$ cat src/rtl/mux_sel_arbiter_if.sv
// Request/grant bundle between two mux sources and the select arbiter.
// master = source side (drives requests), slave = arbiter side.
interface mux_sel_arbiter_if;
  logic req1;
  logic req2;
  logic done;
  logic select;
  logic gnt1;
  logic gnt2;
  logic busy;
  logic timeout;

  modport master (
    output req1, req2, done,
    input  select, gnt1, gnt2, busy, timeout
  );

  modport slave (
    input  req1, req2, done,
    output select, gnt1, gnt2, busy, timeout
  );
endinterface

$ cat src/rtl/mux_sel_arbiter.sv
// Two-source round-robin owner arbiter driving a registered 2:1 mux select.
// Define ARB_TIMEOUT_EN to force release after HOLD_MAX owned cycles when the other source waits.
module mux_sel_arbiter #(
  parameter int HOLD_MAX = 16,
  parameter int CW       = 5
) (
  input  logic               clk,
  input  logic               rst,
  mux_sel_arbiter_if.slave   bus
);

  typedef enum logic [1:0] {IDLE, OWN1, OWN2} state_t;

  if ((1 << CW) <= HOLD_MAX) begin : g_cw_check
    $error("mux_sel_arbiter: CW too narrow to count to HOLD_MAX");
  end

  state_t state, state_n;
  logic   last2, last2_n;   // 1 when source 2 was the most recent owner
  logic   select_n;
  logic   timeout_n;

`ifdef ARB_TIMEOUT_EN
  localparam logic [CW-1:0] HOLD_CNT = CW'(HOLD_MAX);
  logic [CW-1:0] cnt, cnt_n;
`endif

  // NOTE: every variable written here gets a default first, so no path leaves it unassigned (no latch).
  always_comb begin
    state_n   = state;
    last2_n   = last2;
    select_n  = bus.select;
    timeout_n = 1'b0;
    unique case (state)
      IDLE: begin
        if (bus.req1 && (!bus.req2 || last2)) begin
          state_n  = OWN1;
          select_n = 1'b0;
        end else if (bus.req2) begin
          state_n  = OWN2;
          select_n = 1'b1;
        end
      end
      OWN1: begin
        if (bus.done || !bus.req1) begin
          state_n = IDLE;
          last2_n = 1'b0;
        end
`ifdef ARB_TIMEOUT_EN
        else if (cnt == HOLD_CNT && bus.req2) begin
          state_n   = IDLE;
          last2_n   = 1'b0;
          timeout_n = 1'b1;
        end
`endif
      end
      OWN2: begin
        if (bus.done || !bus.req2) begin
          state_n = IDLE;
          last2_n = 1'b1;
        end
`ifdef ARB_TIMEOUT_EN
        else if (cnt == HOLD_CNT && bus.req1) begin
          state_n   = IDLE;
          last2_n   = 1'b1;
          timeout_n = 1'b1;
        end
`endif
      end
      default: state_n = IDLE;
    endcase
  end

`ifdef ARB_TIMEOUT_EN
  // Counter is 1 during the first owned cycle and saturates at HOLD_MAX.
  always_comb begin
    cnt_n = cnt;
    if (state == IDLE && state_n != IDLE)
      cnt_n = CW'(1);
    else if (state != IDLE && state_n != IDLE && cnt != HOLD_CNT)
      cnt_n = cnt + CW'(1);
  end

  always_ff @(posedge clk) begin
    if (rst) cnt <= '0;
    else     cnt <= cnt_n;
  end
`endif

  // NOTE: sequential state uses non-blocking assignments so every register samples pre-edge values.
  always_ff @(posedge clk) begin
    if (rst) begin
      state       <= IDLE;
      last2       <= 1'b1;
      bus.select  <= 1'b0;
      bus.gnt1    <= 1'b0;
      bus.gnt2    <= 1'b0;
      bus.busy    <= 1'b0;
      bus.timeout <= 1'b0;
    end else begin
      state       <= state_n;
      last2       <= last2_n;
      bus.select  <= select_n;
      bus.gnt1    <= (state_n == OWN1);
      bus.gnt2    <= (state_n == OWN2);
      bus.busy    <= (state_n != IDLE);
      bus.timeout <= timeout_n;
    end
  end

endmodule
$ cat src/flat_wrapper.sv
// flat-port wrapper written by rule: the top's interface ports become plain ports
module mux_sel_arbiter_flat 
#(
  parameter int HOLD_MAX = 16,
  parameter int CW       = 5
)
  (clk, rst, bus_req1, bus_req2, bus_done, bus_select, bus_gnt1, bus_gnt2, bus_busy, bus_timeout);
  mux_sel_arbiter_if bus_i ();
  input  logic clk;
  input  logic rst;
  input wire logic [$bits(bus_i.req1)-1:0] bus_req1;
  input wire logic [$bits(bus_i.req2)-1:0] bus_req2;
  input wire logic [$bits(bus_i.done)-1:0] bus_done;
  output wire logic [$bits(bus_i.select)-1:0] bus_select;
  output wire logic [$bits(bus_i.gnt1)-1:0] bus_gnt1;
  output wire logic [$bits(bus_i.gnt2)-1:0] bus_gnt2;
  output wire logic [$bits(bus_i.busy)-1:0] bus_busy;
  output wire logic [$bits(bus_i.timeout)-1:0] bus_timeout;
  assign bus_i.req1 = bus_req1;
  assign bus_i.req2 = bus_req2;
  assign bus_i.done = bus_done;
  assign bus_select = bus_i.select;
  assign bus_gnt1 = bus_i.gnt1;
  assign bus_gnt2 = bus_i.gnt2;
  assign bus_busy = bus_i.busy;
  assign bus_timeout = bus_i.timeout;
  mux_sel_arbiter #(.HOLD_MAX(HOLD_MAX), .CW(CW)) u_core (.clk(clk), .rst(rst), .bus(bus_i));
endmodule
$ cat config.mk
export PLATFORM = sky130hd
export DESIGN_NAME = mux_sel_arbiter_flat
export DESIGN_NICKNAME = d
export VERILOG_FILES = /design/src/rtl/mux_sel_arbiter_if.sv /design/src/rtl/mux_sel_arbiter.sv /design/src/flat_wrapper.sv
export SDC_FILE = /design/constraint.sdc
export NUM_CORES = 1
export LEC_CHECK = 0
export BUFFER_PORTS_ARGS = -buffer_cell sky130_fd_sc_hd__clkbuf_2
export CELL_PAD_IN_SITES_DETAIL_PLACEMENT = 0
export CELL_PAD_IN_SITES_GLOBAL_PLACEMENT = 1
export CORE_AREA = 2 2 39 41
export CTS_CLUSTER_DIAMETER = 100
export CTS_CLUSTER_SIZE = 10
export DETAILED_ROUTE_END_ITERATION = 12
export DIE_AREA = 0 0 41 43
export PLACE_DENSITY_LB_ADDON = 0.1
export SYNTH_ARGS = -nofsm -noshare
export SYNTH_HDL_FRONTEND = slang
export SYNTH_SLANG_ARGS = --single-unit
$ cat constraint.sdc
create_clock -name clk -period 1.8 [get_ports clk]
set_clock_uncertainty 0.15 [all_clocks]
set_input_delay 0.09 -clock clk [delete_from_list [all_inputs] [get_ports clk]]
set_output_delay 0.09 -clock clk [all_outputs]
set_load 0.02 [all_outputs]
==> flow_summary.json, run 1 <==
{
  "antenna_found_initial": 0,
  "cp_top_family": "compound AO/OA/AOI/OAI gates",
  "htree_num_levels": 1,
  "ys_async_sr_fraction_pct": 0,
  "min_path_type": "primary input to register",
  "drv_slew": 0,
  "synth_fp_nets": 50,
  "worstSkewPairLatency_ps": 250,
  "setup_viol": 0,
  "drt_iter0_drc": 5,
  "drv_cap": 0,
  "crit_path_start_kind": "register",
  "syn_to_final_growth_pct": 29.5,
  "synth-seq-cells": 7,
  "fp.dieW_um": 41,
  "numCtsBuffers": 3,
  "grt_overflow": 0,
  "grt_pass1_vias": 338,
  "vias": 334,
  "slowest_stage": "dfxtp_1",
  "p_leak_nw": 0.224,
  "core_area_um2": 1380,
  "synthFlopType": "dfxtp_1",
  "drtPass1Iterations": 4,
  "crit_path_cell_trace": "inv_1 > ha_1 > a22oi_1 > nor2_1 > a21oi_2 > buf_4 > a211oi_1",
  "rsz0062_at_grt": "no",
  "final_util_pct": 36.1,
  "antennaDiodeCount": 0,
  "grt_max_degree": 9,
  "ir_drop_mv": 0.369,
  "period_minus_slack_ps": 1610,
  "cts_resized": 0,
  "multi_input_area_um2": 225,
  "power_density_nw_per_um2": 982,
  "fin_total_pwr_w": 0.000490,
  "cts_tree": "yes",
  "yosysSeqAreaShare_pct": 36.4,
  "path_clk_slew_ps": 50,
  "drc": 0,
  "syn-instance-count": 40,
  "fp-row-count": 14,
  "drt-total-wl_um": 779,
  "crit_arrival_ps": 1590,
  "post-dp-hpwl_um": 603,
  "fmax_mhz": 622,
  "cts_root_buf": "clkbuf_4",
  "ant_nets": 0,
  "synth_warnings": 0,
  "grtUsageTotal_pct": 11.8,
  "seq_area_um2": 140,
  "die_h_um": 43,
  "nets": 66,
  "nFillCells": 147,
  "via_per_inst": 4.70,
  "max_stage_delay_ps": 390,
  "clock-sinks": 7,
  "required_ps": 1780,
  "drive_above_1_share_pct": 34.5,
  "end_kind": "register",
  "netlist-cell-type-count": 20,
  "start_util_pct": 27.8,
  "ctsLongestPathBuffers": 2,
  "hold_viol": 0,
  "cp_max_fo": 4,
  "status": "finished, final reports clean",
  "critPathBufInv": 2,
  "final.setup.tns_ps": 0,
  "wl_per_cell_um": 11.0,
  "synth_edf_count": 0,
  "avgSynthCellArea_um2": 9.63,
  "gp_congestion": 0.731,
  "io_pins": 10,
  "netlist_area_um2": 385,
  "io_buffers": 8,
  "layout_worst_path_cycle_share_pct": 89.4,
  "crit_type": "register to register",
  "grt_pass1_wl_mm": 1.33,
  "die_area_um2": 1760
}
[cell usage in the layout (no fill, tap or decap)]
master         n
dfxtp_1        7
clkbuf_4       3
nand3b_1       1
o21ai_1        3
nand2_1        2
nor2b_2        1
a22oi_1        2
buf_4          4
a21oi_1        1
a21oi_2        1
inv_1          2
nor3_1         3
nor4b_2        2
conb_1         1
o21ba_1        1
a32oi_1        1
clkbuf_1       1
nor2_1         3
dlygate4sd3_1  1
clkbuf_2       8
ha_1           5
a211oi_1       1
o31a_1         1
[routing by layer]
metal / up-vias / part of all wire, % / track usage (%)
met5: - / 0 / 0
met4: 0 / 1.4 / 10.0
met3: 2 / 4.0 / 3.14
met2: 6 / 54 / 18.4
met1: 156 / 40 / 11.9
li1: 170 / - / -
[flip-flops by register name, summed over array words and instances (netlist names)]
signal             cells
u_core.bus.gnt1        1
u_core.bus.busy        1
u_core.bus.select      1
u_core.last2           1
u_core.state           2
u_core.bus.gnt2        1
[logic make-up after synthesis]
kind of cell,Yosys count,synth area share (%)
buffers and inverters,4,5.20
AND/OR/NAND/NOR,12,20.8
AO/OA/AOI/OAI,11,20.5
flip-flops,7,36.4
other,1,0.973
adder cells (fa/ha/maj),5,16.2
[synthesized netlist by cell type (all sizes together) (2+ instances only)]
| library cell | instances | area, um2 |
|---|---|---|
| dfxtp | 7 | 140 |
| ha | 5 | 62.6 |
| nor2 | 3 | 11.3 |
| nor3 | 3 | 15.0 |
| o21ai | 3 | 15.0 |
| a21oi | 2 | 13.8 |
| a22oi | 2 | 15.0 |
| buf | 2 | 12.5 |
| inv | 2 | 7.51 |
| nand2 | 2 | 7.51 |
| nor4b | 2 | 30.0 |
[worst paths after layout]
path	cells past startpoint	start	slack, ps	endpoint
min	3	bus_req2	40	u_core.bus.select
max	7	u_core.state[1]	190	u_core.bus.busy
max reg2reg	7	u_core.state[1]	190	u_core.bus.busy
min reg2reg	2	u_core.bus.select	330	u_core.bus.select
[power breakdown]
group          internal, W  switching (W)  total, W
Combinational    0.0000743      0.0000856  0.000160
Sequential        0.000178      0.0000122  0.000191
Clock            0.0000844      0.0000551  0.000140
Total             0.000337       0.000153  0.000490
[metrics by stage]
step	setup slack [ps]	hold slack, ps	instances	instance area, um2
2_1_floorplan	217	106	40	385
3_3_place_gp	242	252	63	440
3_5_place_dp	170	265	63	440
4_1_cts	152	28.5	68	477
5_1_grt	27.4	57.5	71	499
6_report	191	39.0	71	499
[tightest hold or removal path: cells and delay by family]
family                 cells  cell delay [ps]
buffers and inverters      1              140
AO/OA/AOI/OAI              1              100
AND/OR/NAND/NOR            1               70
[final cells by class]
| type | instances | area share [%] |
|---|---|---|
| repair buffers | 13 | 16.0 |
| multi-input cells | 29 | 45.1 |
| flip-flops and latches | 7 | 28.1 |
| inverters | 2 | 1.50 |
| clock buffers | 4 | 5.26 |
| well taps | 16 | 4.01 |
[repair_timing]
item	in CTS	in global routing
endpoints found under the hold margin	1	0
endpoints found under the setup margin	0	1
setup buffers	0	3
hold buffers	1	0
No activity file was read; power rests on OpenSTA's default activity.
==> run 2, diff against run 1 <==
- ABC_AREA: unset -> 1
- ABC_CLOCK_PERIOD_IN_PS: unset -> 1800
- TNS_END_PERCENT: unset -> 1
==> run 2 against run 1 <==
Setup slack gained 170 ps. Sequential power shrank 4%. Clock power hardly changed. Design area is 2.3% lower. Global-route usage is 1.3 points lower. Non-clock buffer count down 4. Count of clock-buffer cells in the layout fell by 1. Synthesized cell count grew 33%. Synthesized area is 3.2% higher. First-iteration DRC count shrank 20%. Maximum frequency rose by 12%. Die area unchanged.
==> flow_summary.json, run 2 <==
{
  "status": "finished, final reports clean",
  "grt_pass1_vias": 308,
  "period_minus_slack_ps": 1440,
  "critPathLaunch": "u_core.state[0]",
  "netlist-cell-type-count": 13,
  "drv_slew": 0,
  "p_int_w": 0.000291,
  "largest_register": "u_core.state",
  "antenna_found_initial": 0,
  "ir_drop_mv": 0.446,
  "grt_overflow": 0,
  "synth_edf_count": 0,
  "grtUsageTotal_pct": 10.5,
  "mostFrequentLayoutCells": "13 x nand2_1, 9 x inv_1, 8 x clkbuf_2, 7 x dfxtp_1",
  "crit_end": "u_core.bus.busy",
  "io_buffers": 8,
  "syn_to_final_growth_pct": 22.6,
  "r2r_cells": 8,
  "clock-sinks": 7,
  "p_seq_share_pct": 43.0,
  "final_util_pct": 35.3,
  "final_common_cell": "nand2_1",
  "crit_path_start_kind": "register",
  "syn-instance-count": 53,
  "vias": 333,
  "drive_above_1_share_pct": 30.8,
  "fmax_mhz": 695,
  "rr_startpoint": "u_core.state[0]",
  "synth_top_area_share_pct": 35.2,
  "pwr-share-comb_pct": 23.9,
  "largest_reg_flops": 2,
  "rrSetupSlack_ps": 360,
  "synth_top_cell_by_area": "dfxtp_1",
  "required_ps": 1800,
  "power_density_nw_per_um2": 871,
  "netlist_area_um2": 398,
  "avgSynthCellArea_um2": 7.51,
  "hold_viol": 0,
  "timing.rr.end": "u_core.bus.busy",
  "via_per_inst": 4.11,
  "core_area_um2": 1380,
  "yosysSeqAreaShare_pct": 35.2,
  "start_util_pct": 28.8,
  "synth-seq-cells": 7,
  "cp_max_fo": 6,
  "min_path_type": "primary input to register",
  "fp.dieW_um": 41,
  "worstSkewPairLatency_ps": 250,
  "ctsLongestPathBuffers": 2,
  "layout_worst_path_cycle_share_pct": 79.9,
  "ys_async_sr_fraction_pct": 0,
  "post-dp-hpwl_um": 592,
  "path_clk_slew_ps": 60,
  "antennaDiodeCount": 0,
  "rsz0062_at_grt": "no",
  "drt_iter0_drc": 4,
  "synthTopCellsByCount": "13 x nand2_1, 9 x inv_1, 7 x dfxtp_1",
  "post-cts-setup-buffers": 0,
  "fin_total_pwr_w": 0.000425,
  "synth_most_common_cell": "nand2_1",
  "cts_root_buf": "clkbuf_4",
  "synth_top_cells_by_area": "dfxtp_1 35%, ha_1 16%, nand2_1 12%",
  "numCtsBuffers": 3,
  "p_clk_share_pct": 33.1,
  "fp-row-count": 14,
  "crit_type": "register to register",
  "drt-total-wl_um": 705,
  "end_kind": "register",
  "gp_congestion": 0.648,
  "grt_max_degree": 7,
  "drc": 0,
  "wl_per_cell_um": 8.70,
  "synthFlopType": "dfxtp_1",
  "htree_num_levels": 1,
  "p_sw_w": 0.000134,
  "p_leak_nw": 0.289,
  "setup_viol": 0,
  "ant_nets": 0,
  "final.setup.tns_ps": 0,
  "cts_tree": "yes",
  "grt_pass1_wl_mm": 1.20,
  "synth_fp_nets": 63,
  "die_h_um": 43,
  "nets": 76,
  "drv_cap": 0,
  "die_area_um2": 1760,
  "sw_frac_of_total_pct": 31.5,
  "crit_arrival_ps": 1440,
  "io_pins": 10,
  "drtPass1Iterations": 3,
  "synth_warnings": 0
}
==> run 2: repair_timing <==
action | 4_1_cts | 5_1_grt
gates resized for setup | 0 | 0
endpoints found under the hold margin | 2 | 0
endpoints found under the setup margin | 0 | 0
hold buffers | 1 | 0
==> run 2: logic make-up (layout without fill, tap and decap cells) <==
group	after synthesis	in the layout	synth area share, %
AO/OA/AOI/OAI	1	1	1.26
buffers and inverters	10	22	10.4
adder cells (fa/ha/maj)	5	5	15.7
AND/OR/NAND/NOR	29	29	36.5
flip-flops	7	7	35.2
other	1	1	0.942
==> run 2: stage by stage <==
stage          setup slack, ps  instance area (um2)  instances  hold WS [ps]
2_1_floorplan              489                  398         53          47.8
3_3_place_gp               373                  450         76           189
3_5_place_dp               352                  450         76           187
4_1_cts                    341                  488         81          19.7
5_1_grt                    250                  488         81          39.4
6_report                   362                  488         81          23.1
==> run 2: critical path: stages, from the launching register on <==
cell	delay, ps
dfxtp_1	420
inv_1	90
ha_1	230
nand3_2	100
nand2_1	60
nand2_1	70
nand2_2	80
nand2_2	90
nand2_1	50
==> run 2: how the worst min path moves through the flow <==
stage          startpoint                end  slack (ps)  cells after the start
2_1_floorplan         rst       u_core.last2          50                      2
3_3_place_gp          rst       u_core.last2         190                      3
3_5_place_dp          rst       u_core.last2         190                      3
4_1_cts          bus_req1  u_core.bus.select          20                      4
5_1_grt          bus_req1  u_core.bus.select          40                      4
6_report         bus_req1  u_core.bus.select          20                      4
==> run 2: metal layers <==
| metal | part of all wire [%] | track usage, % | vias to the layer above | wire length [um] |
|---|---|---|---|---|
| li1 | - | - | 182 | - |
| met1 | 45 | 12.6 | 145 | 319 |
| met2 | 49 | 14.7 | 6 | 347 |
| met3 | 5.4 | 3.14 | 0 | 38 |
| met4 | 0 | 8.00 | 0 | 0 |
| met5 | 0 | 0 | - | 0 |
==> run 2: final cells by class <==
cell class | count | area, um2
flip-flops and latches | 7 | 140
clock buffers | 3 | 22.5
multi-input cells | 36 | 216
well taps | 16 | 20.0
inverters | 9 | 33.8
repair buffers | 9 | 50.0
fillers | 169 | 896
clock inverters | 1 | 5.00
==> run 2: power by group through the flow <==
stage               Combinational (W)  Clock [W]  Sequential (W)
floorplan                   0.0000621          0        0.000197
global placement             0.000104          0        0.000186
detailed placement           0.000102          0        0.000186
CTS                          0.000104   0.000149        0.000183
global route                 0.000117   0.000161        0.000185
finish                       0.000102   0.000141        0.000183
